$ cat config.mk
export PLATFORM = sky130hd
export DESIGN_NAME = flex_tap_mac
export DESIGN_NICKNAME = d
export VERILOG_FILES = /design/src/rtl/flex_tap_mac.sv
export SDC_FILE = /design/constraint.sdc
export NUM_CORES = 1
export LEC_CHECK = 0
export CAP_MARGIN = 15
export CORE_UTILIZATION = 58
export CTS_BUF_LIST = sky130_fd_sc_hd__clkbuf_4
export DETAILED_ROUTE_END_ITERATION = 8
export GPL_TIMING_DRIVEN = 0
export PLACE_DENSITY = 0.85
export SKIP_LAST_GASP = 1
export SYNTH_ARGS = -nofsm -noshare
export SYNTH_HDL_FRONTEND = slang
export SYNTH_SLANG_ARGS = --single-unit
export TNS_END_PERCENT = 50
$ cat constraint.sdc
create_clock -name iClk_12M -period 5.9 [get_ports iClk_12M]
set_input_delay 1.18 -clock iClk_12M [delete_from_list [all_inputs] [get_ports iClk_12M]]
set_output_delay 1.18 -clock iClk_12M [all_outputs]
set_load 0.03 [all_outputs]
$ cat src/rtl/flex_tap_mac.sv
// flex_tap_mac: per-branch 10-tap delay line and coefficient MAC for the Flex FIR,
// restarted by each sample strobe and emitting one full-precision sum per sweep.
module flex_tap_mac #(
    parameter int P_DW   = 3,
    parameter int P_CW   = 16,
    parameter int P_TAPS = 10,
    parameter int P_AW   = 23
) (
    input  logic                   iClk_12M,
    input  logic                   iRsn,
    input  logic                   iEnDelay,
    input  logic signed [P_DW-1:0] iFirIn,
    input  logic                   iMacEn,
    input  logic [3:0]             iInSel,
    input  logic signed [P_CW-1:0] iCoef,
    output logic signed [P_AW-1:0] oAccOut,
    output logic                   oAccValid,
    output logic                   oBusy,
    output logic                   oOverrun
);
    localparam int PW = P_DW + P_CW;

    typedef enum logic [1:0] {IDLE, ACC, DONE} state_t;

    state_t                 rState, nState;
    logic signed [P_DW-1:0] rTap [P_TAPS];
    logic [3:0]             rCnt;
    logic signed [P_AW-1:0] rAcc, accNext;
    logic signed [PW-1:0]   prod;
    logic                   accept, last;

    // A strobe always wins over a term arriving in the same cycle
    always_comb begin
        accept  = rState == ACC && iMacEn && iInSel == rCnt && !iEnDelay;
        last    = accept && rCnt == 4'(P_TAPS - 1);
        prod    = PW'(rTap[rCnt]) * PW'(iCoef);
        accNext = rAcc + P_AW'(prod);
        nState  = iEnDelay ? ACC : last ? DONE : rState == DONE ? IDLE : rState;
    end

    always_ff @(posedge iClk_12M or negedge iRsn) begin
        if (!iRsn) begin
            rState   <= IDLE;
            rAcc     <= '0;
            rCnt     <= '0;
            oAccOut  <= '0;
            oOverrun <= 1'b0;
            for (int k = 0; k < P_TAPS; k++) rTap[k] <= '0;
        end else begin
            rState   <= nState;
            oOverrun <= iEnDelay && rState == ACC;
            if (iEnDelay) begin
                rTap[0] <= iFirIn;
                for (int k = 1; k < P_TAPS; k++) rTap[k] <= rTap[k-1];
                rAcc <= '0;
                rCnt <= '0;
            end else if (accept) begin
                rAcc <= accNext;
                rCnt <= last ? 4'd0 : rCnt + 4'd1;
            end
            // Output register loads on the final term so it is valid throughout DONE
            if (last) oAccOut <= accNext;
        end
    end

    assign oAccValid = rState == DONE;
    assign oBusy     = rState == ACC;
endmodule

* Word-level counts from Yosys, hierarchy flattened
Index checks and enable logic that the tools add are counted.
** Operators by class
- $add $sub $neg :: 2
- Multipliers :: 1
- Magnitude comparators :: 1
- Equal/unequal tests :: 4
- Mux-type cells :: 11
- Bitwise operators :: 1
- Reductions and logical operators :: 8
** Operators by type and width (number)
- 2-to-1 mux 23 bit :: 2
- adder 23 x 19 -> 23 bit :: 1
- multiplier 3 x 16 -> 19 bit :: 1
- binary-select mux 3 bit (select 4 bit) :: 1
- 2-to-1 mux 4 bit :: 3
- 2-to-1 mux 2 bit :: 3
- 2-to-1 mux 3 bit :: 2
- >= comparator 5 bit (second input constant) :: 1
- logical AND 1 bit :: 5
- NOT 4 -> 5 bit :: 1
- adder 4 x 1 -> 4 bit (second input constant) :: 1
- equality test 4 bit :: 1
- equality test 4 bit (second input constant) :: 1
- nonzero test 3 bit :: 1
- equality test 2 x 1 -> 1 bit (second input constant) :: 1
- equality test 2 bit (second input constant) :: 1
- nonzero test 2 bit :: 1
- zero test 1 bit :: 1
** Word-level totals
- Flip-flop bits (word level) :: 83
- Input port bits :: 27
- Output and inout port bits :: 26
- Logic and storage cells :: 43

* Depth between registers and ports, before layout
Gate-level depths: netlist of the first run.
- Depth after elaboration :: 8
- Mapped depth :: 19
- Mapped depth without buffers :: 18

* Worst setup path before layout of the first run
OpenSTA, ideal clock, no wires.
- Path type :: register -> register
- From :: register rCnt[0]
- To :: register oAccOut[20]
- Data arrival time :: 4943 ps
- Required time :: 5831 ps
- Path slack :: 888 ps
- Stages on the path, launching flop included :: 20
- Buffers on the path :: 2
- Path through :: dfrtp_1 buf_4 mux4_2 mux2i_1 o22ai_1 buf_2 nand2_1 fa_1 fa_1 inv_1 fa_1 ha_1 inv_1 fa_1 nor2b_1 o31a_1 o2111ai_1 o211a_2 or4_1 nand3_1
** On the way
- Word-level cells in the longest chain between the ends :: 6
- Elaborated cells between the ends (all ways) :: 11
- Classes of those cells :: add/sub: 1; mul: 1; eq/ne: 2; mux: 3; bitwise: 1; reduce/logical: 3
** RTL lines
- start: declaration :: RTL line 27 : logic [3:0] rCnt;
- start signal: assignment :: RTL line 59 : rCnt <= last ? 4'd0 : rCnt + 4'd1;
- NOT 4 -> 5 bit (implied by the code) :: RTL line 36 : prod = PW'(rTap[rCnt]) * PW'(iCoef);
- binary-select mux 3 bit (select 4 bit) :: RTL line 36
- 2-to-1 mux 3 bit (implied by the code) (2 in series) :: RTL line 36
- multiplier 3 x 16 -> 19 bit :: RTL line 36
- adder 23 x 19 -> 23 bit :: RTL line 37 : accNext = rAcc + P_AW'(prod);
- end signal: assignment :: RTL line 62 : if (last) oAccOut <= accNext;
- end: declaration :: RTL line 16 : output logic signed [P_AW-1:0] oAccOut,
Several ways; a longest one is shown, not always the timed one. The select of a mux whose other input is x is not followed.
A chain may end at the register's enable or synchronous reset.

* Worst setup path after layout of the first run
Same ends and word-level chain as after synthesis.

==> flow_metrics.py, run 1 <==
metrics = {
    "status": {
        "run_status": "finished clean",
    },
    "floorplanning": {
        "pin_count": 53,
        "die_area_um2": 11120,
        "core_area_um2": 10370,
        "row_count": 37,
        "die_h_um": 105.4,
        "initial_core_util": 0.5985,
        "die_w_um": 105.4,
    },
    "sta": {
        "period_share": 0.9667,
        "hold_viol_final": 0,
        "skew_ns": 0.02934,
        "drv_slew": 0,
        "max_slew_margin": 0.5485,
        "finalSetupViolations": 0,
        "fin_worst_hold_slack_ns": 0.5006,
        "min_period_ns": 5.704,
        "max_freq_ghz": 0.1753,
        "worstMarginPinSlew_ns": 0.6773,
        "rsz0062_at_grt": "false",
        "setup_ws_ns": 0.1963,
        "tns_ns": 0,
    },
    "finish": {
        "drive_gt1_frac": 0.1471,
        "layout_common_cells": "82 x dfrtp_1, 54 x nand2_1, 51 x clkdlybuf4s50_1",
        "final_cells": 802,
        "layout_commonest_cell": "dfrtp_1",
        "area_growth_pct": 14.74,
        "n_antenna_cell": 0,
        "layout.nets": 772,
    },
    "placed_design": {
        "port_buffers": 52,
        "pre_cts_slack_ns": -0.1618,
        "hpwlAfterDp_um": 11950,
        "post-place-cells": 785,
        "gp_congestion": 0.9366,
    },
    "min_path": {
        "whs_endpoint": "oAccOut[14]",
        "min_from": "oAccOut[14]",
        "hold_class": "register to register",
        "hold_depth": 2,
    },
    "setup_path": {
        "path_cells": "buf_4, mux4_2, mux2i_1, o22ai_2, buf_2, nand2_1, fa_1, fa_1, inv_1, fa_1, ha_1, inv_1, fa_1, nor2b_1, o31a_1, o2111ai_1, o211a_2, or4_1, nand3_1",
        "start_kind": "register",
        "cp-end-kind": "register",
        "crit_top_cell": "fa_1",
        "cp_slowest_stage_delay_ns": 0.54,
        "reg2reg_depth": 19,
        "cp_slowest_cell": "fa_1",
        "worst_path_dominant_cell_family": "adder cells",
        "critPathArrivalTime_ns": 6.11,
        "cp.required_ns": 6.31,
        "crit_buf_inv": 4,
        "r2r_start": "rCnt[0]",
        "path_class": "register to register",
        "path_max_fanout": 10,
        "r2r-end": "oAccOut[20]",
        "reg2reg_setup_slack_ns": 0.20,
    },
    "route": {
        "vias_per_cell": 6.131,
        "drtIter0Drc": 357,
        "vias": 4917,
        "routed_wl_um": 15810,
        "drc": 0,
        "wire_per_inst_um": 19.71,
        "first_pass_iters": 6,
        "antenna_left": 0,
    },
    "clock_tree": {
        "cts_root_buf": "clkbuf_4",
        "clock-sinks": 83,
        "htree_levels": 3,
        "clk_pin_slew_ns": 0.15,
        "clk_latency_ns": 0.48,
        "clk_path_buf_depth": 2,
        "cts_made_buffers": 9,
        "tritoncts": "built",
    },
    "logic_synthesis": {
        "yosysWarnings": 0,
        "synth-async-reset-ratio": 1.000,
        "ys.flop_type": "dfrtp_1",
        "netlist_area_um2": 6206,
        "synth_edf_count": 0,
        "yosys_register_bits": 83,
        "syn_inst": 596,
        "synth_fp_nets": 707,
        "syn_area_per_cell_um2": 10.41,
        "ys_seq_area_frac": 0.3347,
        "synth.distinct_cells": 66,
    },
    "power_and_ir_drop": {
        "ir_drop_uv": 189.7,
        "p_per_area_nw_per_um2": 258.1,
        "p_leak_uw": 0.003215,
        "p_total_uw": 1838,
    },
    "global_route": {
        "grt_overflow": 0,
        "grt_pass1_vias": 5133,
        "antenna_found_initial": 0,
        "grtUsageTotal": 0.3109,
        "grt_pass1_wl_um": 26350,
        "grt_max_degree": 66,
    },
    "job": {
        "cap_violations": 0,
    },
}
==> final cells by class <==
class                           count  area, um2
Buffer                             32      153.9
Sequential cell                    83       2078
Inverter                           25      93.84
Tap cell                          136      170.2
Timing Repair Buffer               54      553.0
Multi-Input combinational cell    456       3902
Clock buffer                       11      82.58
Clock inverter                      5      86.33
Fill cell                         836       3249
==> tightest hold or removal path: stages, from the launching register on <==
cell and delay (ns):
dfrtp_1 0.37, nand2_1 0.05, o21ai_0 0.06
==> synth_stat cells (5+ instances only) <==
cell	number	share of area
xnor2_1	11	0.016
nor2b_1	5	0.0050
mux2i_1	10	0.016
fa_1	37	0.12
or3_1	6	0.0060
nand4_1	7	0.0071
clkbuf_1	12	0.0073
o21ai_0	18	0.015
buf_2	14	0.011
nor2_1	33	0.020
a21oi_1	28	0.023
nand3_1	17	0.014
o31ai_1	6	0.0073
mux2_2	39	0.071
a21o_1	6	0.0073
xor2_1	9	0.013
and2_1	35	0.035
and3_1	5	0.0050
nand2_1	54	0.033
mux4_2	6	0.022
o21a_1	8	0.0097
inv_1	23	0.014
nor3_1	12	0.0097
dfrtp_1	83	0.33
ha_1	47	0.095
==> power breakdown <==
part	total (uW)	switching [uW]	internal, uW	leakage (uW)
clock	403	218	185	0.0000916
combinational	750	428	322	0.00204
sequential	685	47.3	637	0.00109
total	1840	694	1140	0.00322
==> kinds of logic after synthesis <==
| logic type | synth area share |
|---|---|
| mux | 0.1087 |
| flops | 0.3347 |
| xor+xnor | 0.02823 |
| compound gates | 0.1137 |
| fa+ha+maj | 0.2141 |
| simple gates | 0.1609 |
| buf+inv | 0.03972 |
==> routing by layer <==
metal  up-vias  track usage  part of all wire
li1       2248            -                 -
met1      2416       0.4244              0.43
met2       212       0.5075              0.47
met3        41      0.05318             0.076
met4         0      0.09960             0.026
met5         -            0                 0
==> stage by stage <==
stage,util,area [um2]
6_report,0.6867,7121
5_1_grt,0.6867,7121
4_1_cts,0.6844,7097
3_5_place_dp,0.6675,6922
3_3_place_gp,0.6651,6897
2_1_floorplan,-,6206
==> worst max path at each step <==
stage | from | endpoint | slack, ns | depth (start not counted)
final | rCnt[0] | oAccOut[20] | 0.20 | 19
after global routing | rCnt[0] | oAccOut[20] | 0.001 | 19
after CTS | rCnt[0] | rAcc[18] | 0.05 | 19
after detailed placement | rCnt[1] | rAcc[18] | -0.16 | 19
after global placement | rCnt[1] | rAcc[18] | -0.02 | 19
after floorplan | rCnt[0] | oAccOut[20] | 0.89 | 19
==> registers in the layout, summed over array words and instances, names as in the netlist <==
name	cells
rTap	30
oAccOut	23
rAcc	23
rCnt	4
rState	2
oOverrun	1
==> repair_timing <==
item	in CTS	in global routing
hold buffers	0	0
gates cloned	0	0
pin swaps	0	1
setup endpoints to repair	6	6
gates resized for setup	1	5
buffers inserted	0	1
Power figures use the tool's default switching activity.
==> run 2: changes to the inputs <==
- CAP_MARGIN: 15 -> not set
==> results of run 2 <==
The final DEF is identical to that of run 1; final timing and power are the same.
